`config.mk`:
```
export PLATFORM = sky130hd
export DESIGN_NAME = equation_generator
export DESIGN_NICKNAME = d
export VERILOG_FILES = /design/src/rtl/eqgen_pkg.sv /design/src/rtl/eqgen_lfsr.sv /design/src/rtl/equation_generator.sv
export SDC_FILE = /design/constraint.sdc
export NUM_CORES = 1
export LEC_CHECK = 0
export BUFFER_PORTS_ARGS = -buffer_cell sky130_fd_sc_hd__clkbuf_2
export CAP_MARGIN = 20
export CORE_MARGIN = 2
export CORE_UTILIZATION = 45
export DETAILED_ROUTE_END_ITERATION = 10
export PLACE_DENSITY = 0.6
export SLEW_MARGIN = 20
export SYNTH_ARGS = -nofsm -noshare
export SYNTH_HDL_FRONTEND = slang
export SYNTH_SLANG_ARGS = --single-unit
```
`constraint.sdc`:
```
create_clock -name Clock -period 6.71 [get_ports Clock]
set_input_delay 0.3355 -clock Clock [delete_from_list [all_inputs] [get_ports Clock]]
set_output_delay 0.3355 -clock Clock [all_outputs]
set_load 0.005 [all_outputs]
```
`src/rtl/eqgen_pkg.sv`:
```
// eqgen_pkg: shared state encoding and constants for the equation generator.
// CHECK exists only when EQGEN_SELFCHECK_EN is defined.
package eqgen_pkg;
  typedef enum logic [2:0] {
    IDLE,
    CAPTURE,
    FIT_Q,
    FIT_Z,
    BUILD,
`ifdef EQGEN_SELFCHECK_EN
    CHECK,
`endif
    PRESENT
  } state_e;
  localparam logic [15:0] LFSR_TAPS    = 16'hB400;
  localparam logic [15:0] DEFAULT_SEED = 16'hACE1;
  localparam logic [2:0]  Z_MAX        = 3'd7;
endpackage

```
`src/rtl/eqgen_lfsr.sv`:
```
// eqgen_lfsr: free-running 16-bit Galois LFSR, x^16+x^14+x^13+x^11, loads seed on reset.
module eqgen_lfsr
  import eqgen_pkg::*;
(
  input  logic        Clock,
  input  logic        Resetn,
  input  logic [15:0] seed,
  output logic [15:0] out
);
  always_ff @(posedge Clock or negedge Resetn)
    if (!Resetn) out <= seed;
    else out <= {1'b0, out[15:1]} ^ (out[0] ? LFSR_TAPS : 16'h0000);
endmodule

```
`src/rtl/equation_generator.sv`:
```
// equation_generator: builds x,y,z with (x/z)^2 + y/z == T from a random snapshot.
// Define EQGEN_SELFCHECK_EN to add a CHECK state that flags a sticky err on mismatch.
module equation_generator
  import eqgen_pkg::*;
#(
  parameter logic [15:0] SEED = DEFAULT_SEED
) (
  input  logic       Clock,
  input  logic       Resetn,
  input  logic       startGen,
  input  logic [6:0] OngoingTimer,
  input  logic       ack,
  output logic [7:0] x_out,
  output logic [7:0] y_out,
  output logic [7:0] z_out,
  output logic       valid,
  output logic       busy,
  output logic       err
);
  state_e      state_q, state_d;
  logic [15:0] lfsr;
  logic [6:0]  t_q, t_d, d_q, d_d;
  logic [3:0]  q_q, q_d;
  logic [2:0]  z_q, z_d, zo_q, zo_d;
  logic [1:0]  rx_q, rx_d, ry_q, ry_d, rxc, ryc;
  logic [7:0]  x_q, x_d, y_q, y_d, qq;
  logic [9:0]  fz;
  logic        unused_lfsr;

  eqgen_lfsr u_lfsr (.Clock(Clock), .Resetn(Resetn), .seed(SEED), .out(lfsr));

  assign unused_lfsr = ^{lfsr[15:12], lfsr[7]};
  assign qq  = {4'b0, q_q} * {4'b0, q_q};
  assign fz  = {3'b0, d_q} * {7'b0, z_q} + {7'b0, z_q} - 10'd1;
  assign rxc = ({1'b0, rx_q} >= z_q) ? 2'd0 : rx_q;
  assign ryc = ({1'b0, ry_q} >= z_q) ? 2'd0 : ry_q;

  always_comb begin
    state_d = state_q;
    t_d = t_q;
    d_d = d_q;
    q_d = q_q;
    z_d = z_q;
    zo_d = zo_q;
    rx_d = rx_q;
    ry_d = ry_q;
    x_d = x_q;
    y_d = y_q;
    case (state_q)
      IDLE: state_d = startGen ? CAPTURE : IDLE;
      CAPTURE: begin
        t_d = OngoingTimer;
        q_d = lfsr[3:0];
        z_d = (lfsr[6:4] == 3'd0) ? 3'd1 : lfsr[6:4];
        rx_d = lfsr[9:8];
        ry_d = lfsr[11:10];
        state_d = FIT_Q;
      end
      FIT_Q: begin
        q_d = (qq > {1'b0, t_q}) ? q_q - 4'd1 : q_q;
        d_d = t_q - qq[6:0];
        state_d = (qq > {1'b0, t_q}) ? FIT_Q : FIT_Z;
      end
      FIT_Z: begin
        z_d = (fz > 10'd255) ? z_q - 3'd1 : z_q;
        state_d = (fz > 10'd255) ? FIT_Z : BUILD;
      end
      BUILD: begin
        x_d = {4'b0, q_q} * {5'b0, z_q} + {6'b0, rxc};
        y_d = {1'b0, d_q} * {5'b0, z_q} + {6'b0, ryc};
        zo_d = z_q;
`ifdef EQGEN_SELFCHECK_EN
        state_d = CHECK;
      end
      CHECK: state_d = PRESENT;
`else
        state_d = PRESENT;
      end
`endif
      PRESENT: state_d = ack ? IDLE : PRESENT;
      default: state_d = IDLE;
    endcase
  end

  always_ff @(posedge Clock or negedge Resetn)
    if (!Resetn) begin
      state_q <= IDLE;
      t_q <= '0;
      d_q <= '0;
      q_q <= '0;
      z_q <= 3'd1;
      zo_q <= 3'd1;
      rx_q <= '0;
      ry_q <= '0;
      x_q <= '0;
      y_q <= '0;
    end else begin
      state_q <= state_d;
      t_q <= t_d;
      d_q <= d_d;
      q_q <= q_d;
      z_q <= z_d;
      zo_q <= zo_d;
      rx_q <= rx_d;
      ry_q <= ry_d;
      x_q <= x_d;
      y_q <= y_d;
    end

`ifdef EQGEN_SELFCHECK_EN
  logic        err_q, err_d;
  logic [7:0]  xz, yz;
  logic [15:0] chk;
  assign xz    = x_q / {5'b0, zo_q};
  assign yz    = y_q / {5'b0, zo_q};
  assign chk   = {8'b0, xz} * {8'b0, xz} + {8'b0, yz};
  assign err_d = err_q | (state_q == CHECK && chk != {9'b0, t_q});
  always_ff @(posedge Clock or negedge Resetn)
    if (!Resetn) err_q <= 1'b0;
    else err_q <= err_d;
  assign err = err_q;
`else
  assign err = 1'b0;
`endif

  assign x_out = x_q;
  assign y_out = y_q;
  assign z_out = {5'b0, zo_q};
  assign valid = (state_q == PRESENT);
  assign busy  = (state_q != IDLE);
endmodule

```
==> impl_metrics.toml, run 1 <==
[grt]
top_usage_layer = "met2"
gr-usage-met3 = 0.03995
grt_overflow = 0
grt_max_degree = 64
grt_pass1_wl_um = 15440
grt_usage = 0.1681
met1_usage = 0.2206
grt_antenna_before_repair = 0
use_met2 = 0.2790
grt_pass1_vias = 3354

[logic_synthesis]
ys.flop_type = "dfrtp_1"
ys_ff_latch = 63
synth.area.top_cells = "dfrtp_1 (27%), ha_1 (20%), fa_1 (7.0%)"
synth_simple_gate_area_frac = 0.1330
yosysMostFrequentCell = "ha_1"
synth-edff-count = 0
synth_commonest_cells = "ha_1 (79), inv_1 (71), nand2_1 (57)"
yosysUniqueCellTypes = 60
syn_inst = 510
synthXorXnorAreaFrac = 0.04314
async_reset_ff_frac = 1.000
synth_top_area_share = 0.2738
synth_top_family_by_area = "adder cells"
ys.warnings.count = 0
synth_mux_area_frac = 0.01860
synth_area_leader_cell = "dfrtp_1"
synth-compound-area-share = 0.1214
syn_area_um2 = 4843
synthAdderAreaFrac = 0.2743
ys_seq_area_frac = 0.3281
avgSynthCellArea_um2 = 9.497

[clock_network]
cts_resized = 0
insertion_delay_ns = 0.34
cts_sinks = 63
cts_buffers = 9
post-cts-setup-buffers = 0
clk_path_buf_depth = 2
cts-root-buf = "clkbuf_8"
cts_max_level = 3
cts_tree = "done"
path_clk_slew_ns = 0.07
postCtsHoldBufs = 0

[floorplanning]
coreArea_um2 = 10370
die_h_um = 107.7
ios = 38
fp.dieW_um = 107.7
dieArea_um2 = 11610
rows = 37
start_util = 0.4671

[hold_path]
hold_class = "in2async"

[critical_path]
path_class = "reg2reg"
cp.required_ns = 6.94
cp-end-kind = "register"
critical_path.max_fanout = 17
arrival_ns = 4.07
start_kind = "register"

[sta]
period_needed_ns = 3.845
max_freq_mhz = 260.1
slew_headroom = 0.3370
finClkSkew_ns = 0.01278
drv_slew = 0
final.period_utilization = 0.5730
worst_pin_slew_ns = 0.9934
hold_viol = 0
setup_violations = 0
rsz0062_at_grt = "no"
timing.setup.tns_ns = 0

[flow_run]
cap_violations = 0

[cells_and_area]
fin_cells = 674
fin_nets = 640
fillers = 974
drive_gt1_frac = 0.1394
antenna_cells = 0
syn2layout_area_growth_pct = 8.344

[drt]
wl_per_cell_um = 12.94
drtPass1Iterations = 4
drtAntennaViolNets = 0
vias_per_cell = 4.939
drt-initial-drc-count = 116
via_count = 3329
postRouteWirelength_um = 8719
drc = 0

[placement]
dp_cells = 658
portBuffers = 31
place_hpwl_um = 6765
gp_congestion = 0.8073

[power]
p_leak_nw = 2.824
power_density_nw_per_um2 = 522.4
ir_worst_vdd_mv = 0.2490

[outcome]
status = "complete, no violations"
## cells in the final DEF (no fill, tap or decap), types with 2 or more instances in the layout
cell      synthesis  layout
o32a_1            2       2
a21oi_1          26      26
nor2_1           21      21
conb_1            1       6
nor2b_1           6       6
fa_1             17      17
dfrtp_1          53      53
clkbuf_1         13       2
o21ai_0          34      34
mux2_1            2       2
nor3_1            2       2
o31ai_1           4       4
mux2_2            6       6
nand2_1          57      57
a21o_1            5       5
ha_1             79      79
nand2b_1          6       6
clkinv_2          0       2
clkbuf_8          0      11
o21ai_1           5       5
and3_1            3       3
xnor2_1          11      11
and2_1           13      13
clkbuf_2          0      31
xor2_1           11      11
inv_1            71      71
o21a_1            2       2
dfstp_2          10      10
a221o_1           2       2
nand3b_1          4       4
o21bai_1          2       2
## worst max-delay path: stages (launching register included)
cell and delay [ns]:
dfrtp_1 0.56, and2_1 0.27, ha_1 0.29, fa_1 0.52
fa_1 0.46, fa_1 0.42, nand3b_1 0.16, a21oi_1 0.16
nor3_2 0.06, xnor2_1 0.36, a21oi_2 0.14, o32a_1 0.34
## kinds of logic (layout without fill, tap and decap cells)
| group | count (synthesis) | in the layout |
|---|---|---|
| AND/OR/NAND/NOR | 129 | 129 |
| adder cells (fa/ha/maj) | 96 | 96 |
| buffers and inverters | 96 | 119 |
| AO/OA/AOI/OAI | 94 | 94 |
| flip-flops | 63 | 63 |
| XOR/XNOR | 23 | 23 |
| multiplexers | 8 | 8 |
| other | 1 | 6 |
## stage by stage
step | power [mW] | utilization | worst slack [ns] | hold WS (ns) | area [um2]
after floorplan | 2.072 | - | 3.083 | 0.03991 | 4862
after global placement | 2.423 | 0.4890 | 2.942 | 0.3344 | 5071
after detailed placement | 2.452 | 0.4890 | 2.873 | 0.3376 | 5071
after CTS | 2.783 | 0.5060 | 2.859 | 0.1745 | 5248
after global routing | 3.083 | 0.5060 | 2.602 | 0.1915 | 5248
final | 2.742 | 0.5060 | 2.865 | 0.1345 | 5248
## report_power, final
part | total [mW] | switching, mW | internal [mW]
registers | 0.625 | 0.136 | 0.488
clock network | 0.302 | 0.149 | 0.153
logic | 1.82 | 1.01 | 0.806
total | 2.74 | 1.29 | 1.45
## final timing paths
check                                     start  slack [ns]  depth (start not counted)              to
worst max-delay path                     z_q[2]        2.87                         11          z_q[1]
worst min-delay path                     Resetn        0.13                          2        y_out[5]
worst max register to register           z_q[2]        2.87                         11          z_q[1]
worst min register to register   u_lfsr.out[12]        0.35                          0  u_lfsr.out[11]
max in group asynchronous                Resetn        6.03                          2          d_q[2]
min in group Clock              OngoingTimer[3]        0.19                          3          t_q[3]
## state kept, by name, summed over array words and instances (netlist names)
| name | cells |
|---|---|
| rx_q | 2 |
| ry_q | 2 |
| t_q | 7 |
| x_out | 8 |
| z_q | 3 |
| state_q | 3 |
| q_q | 4 |
| zo_q | 3 |
| d_q | 7 |
| u_lfsr.out | 16 |
| y_out | 8 |
## layer usage
| metal | wire length (um) | share of wire |
|---|---|---|
| met4 | 88 | 0.010 |
| met3 | 315 | 0.036 |
| met5 | 0 | 0 |
| met2 | 4049 | 0.46 |
| met1 | 4266 | 0.49 |
## area by class of cell
cell class | instances | area [um2] | share of cell area
repair buffers | 32 | 162.7 | 0.03100
inverters | 71 | 266.5 | 0.05079
well taps | 136 | 170.2 | 0.03243
clock buffers | 13 | 158.9 | 0.03028
flip-flops and latches | 63 | 1589 | 0.3028
multi-input cells | 356 | 2883 | 0.5494
clock inverters | 3 | 17.52 | 0.003338
Power figures use the tool's default switching activity.
==> inputs of run 2 (changes only) <==
- clock period: 6.71 -> 3.85 ns (I/O delays scaled with it)
==> run 2 against run 1 <==
Clock-buffer cell count is 2 lower; sequential power up 65%; setup slack got worse by 2.7 ns; utilization grew 0.76 points; sequential share of layout area is 0.42 points lower; combinational power up 81%; clock skew shrank 0.0024 ns; power is 77% higher; critical path type unchanged; largest cell class unchanged; largest power group unchanged; highest routed layer unchanged.
==> impl_metrics.toml, run 2 (synthesis gave the netlist of run 1 again) <==
[drt]
wl_per_cell_um = 12.89
via_count = 3318
drtPass1Iterations = 4
drc = 0
vias_per_cell = 4.858
postRouteWirelength_um = 8804
drt-initial-drc-count = 127
drtAntennaViolNets = 0

[hold_path]
hold_class = "in2reg"

[sta]
holdWs_ns = 0.05001
period_needed_ns = 3.661
timing.final.ws_setup_ns = 0.1886
slew_headroom = 0.3648
rsz0062_at_grt = "no"
worst_pin_slew_ns = 0.9504
setup_violations = 0
timing.setup.tns_ns = 0
drv_slew = 0
hold_viol = 0
finClkSkew_ns = 0.01038
final.period_utilization = 0.9510
max_freq_mhz = 273.1

[critical_path]
cp.required_ns = 4.07
slowest_delay_ns = 0.52
path_class = "reg2reg"
start_kind = "register"
rrSetupSlack_ns = 0.19
critical_path.max_fanout = 8
cp-end-kind = "register"
arrival_ns = 3.88
crit_top_cell = "fa_1"
slowest_stage = "fa_1"
crit_path_cell_trace = "and2_1 -> ha_1 -> fa_1 -> fa_1 -> fa_1 -> nand3b_1 -> a21oi_1 -> nor3_2 -> xnor2_1 -> a21oi_2 -> o32a_1"

[floorplanning]
start_util = 0.4671
rows = 37
ios = 38
die_h_um = 107.7
fp.dieW_um = 107.7
dieArea_um2 = 11610
coreArea_um2 = 10370

[clock_network]
insertion_delay_ns = 0.34
cts_buffers = 9
cts_sinks = 63
path_clk_slew_ns = 0.08
cts_max_level = 3
cts-root-buf = "clkbuf_8"
post-cts-setup-buffers = 0
clk_path_buf_depth = 2
cts_tree = "done"

[cells_and_area]
antenna_cells = 0
final_cell_mix = "ha_1 (79), inv_1 (71), nand2_1 (57)"
layout_commonest_cell = "ha_1"
fin_nets = 649
largest_reg_flops = 16
regMostFlops = "u_lfsr.out"
drive_gt1_frac = 0.1572
post-route-cell-area_um2 = 5326
fillers = 973
syn2layout_area_growth_pct = 9.972

[grt]
grt_pass1_vias = 3250
grt_overflow = 0
grt_antenna_before_repair = 0
grt_max_degree = 41
grt_usage = 0.1685
grt_pass1_wl_um = 15350

[outcome]
status = "complete, no violations"

[power]
ir_worst_vdd_mv = 0.3485
p_leak_nw = 2.864
power_density_nw_per_um2 = 911.4
p_total_mw = 4.855

[placement]
portBuffers = 31
place_hpwl_um = 7088
gp_congestion = 0.8112
dp_slack_ns = 0.1718
place_area_um2 = 5131

[flow_run]
cap_violations = 0
run 2: cell types whose count changed in the layout (fill, tap and decap cells not counted):
cell,delta
clkbuf_1,-2
dfrtp_2,+1
clkinvlp_4,+2
dfrtp_1,-1
dlygate4sd3_1,+1
buf_4,+8
run 2: area by class of cell:
type	instances	area (um2)	share of cell area
clock buffers	11	151.4	0.02842
clock inverters	5	32.53	0.006108
inverters	71	266.5	0.05004
multi-input cells	356	2883	0.5412
flip-flops and latches	63	1590	0.2986
well taps	136	170.2	0.03195
repair buffers	41	232.7	0.04369
run 2: critical path: cells and delay by family, from the launching register on:
family                   cells  cell delay (ns)
AO/OA/AOI/OAI                3             0.64
adder cells (fa/ha/maj)      4             1.69
XOR/XNOR                     1             0.35
AND/OR/NAND/NOR              3             0.41
flip-flops                   1             0.45
run 2: per-layer routing:
layer,track usage,share of wire,vias up
met5,0,0,-
met4,0.04121,0.0040,0
met3,0.04056,0.052,2
met2,0.2664,0.45,64
met1,0.2329,0.50,1521
li1,-,-,1731
run 2: worst paths after layout:
path / startpoint / end / cells past startpoint
max in group asynchronous: Resetn / z_q[2] / 3
max reg2reg: z_q[2] / z_q[1] / 11
max: z_q[2] / z_q[1] / 11
min: OngoingTimer[0] / t_q[0] / 3
min reg2reg: u_lfsr.out[7] / u_lfsr.out[6] / 0
min in group asynchronous: Resetn / y_out[7] / 2
run 2: timing repair:
item                       in CTS  in global routing
setup endpoints to repair       0                  1
hold endpoints to repair       22                  0
hold buffers                    1                  0
gates resized for setup         0                  1
run 2: per-stage QoR:
stage	utilization	instances
after floorplan	-	515
after global placement	0.4948	666
after detailed placement	0.4948	666
after CTS	0.5135	683
after global routing	0.5136	683
final	0.5136	683
run 2: report_power, final:
group,switching [mW],internal (mW),leakage (nW)
clock network,0.266,0.266,0.0873
registers,0.182,0.852,0.799
logic,1.84,1.45,1.98
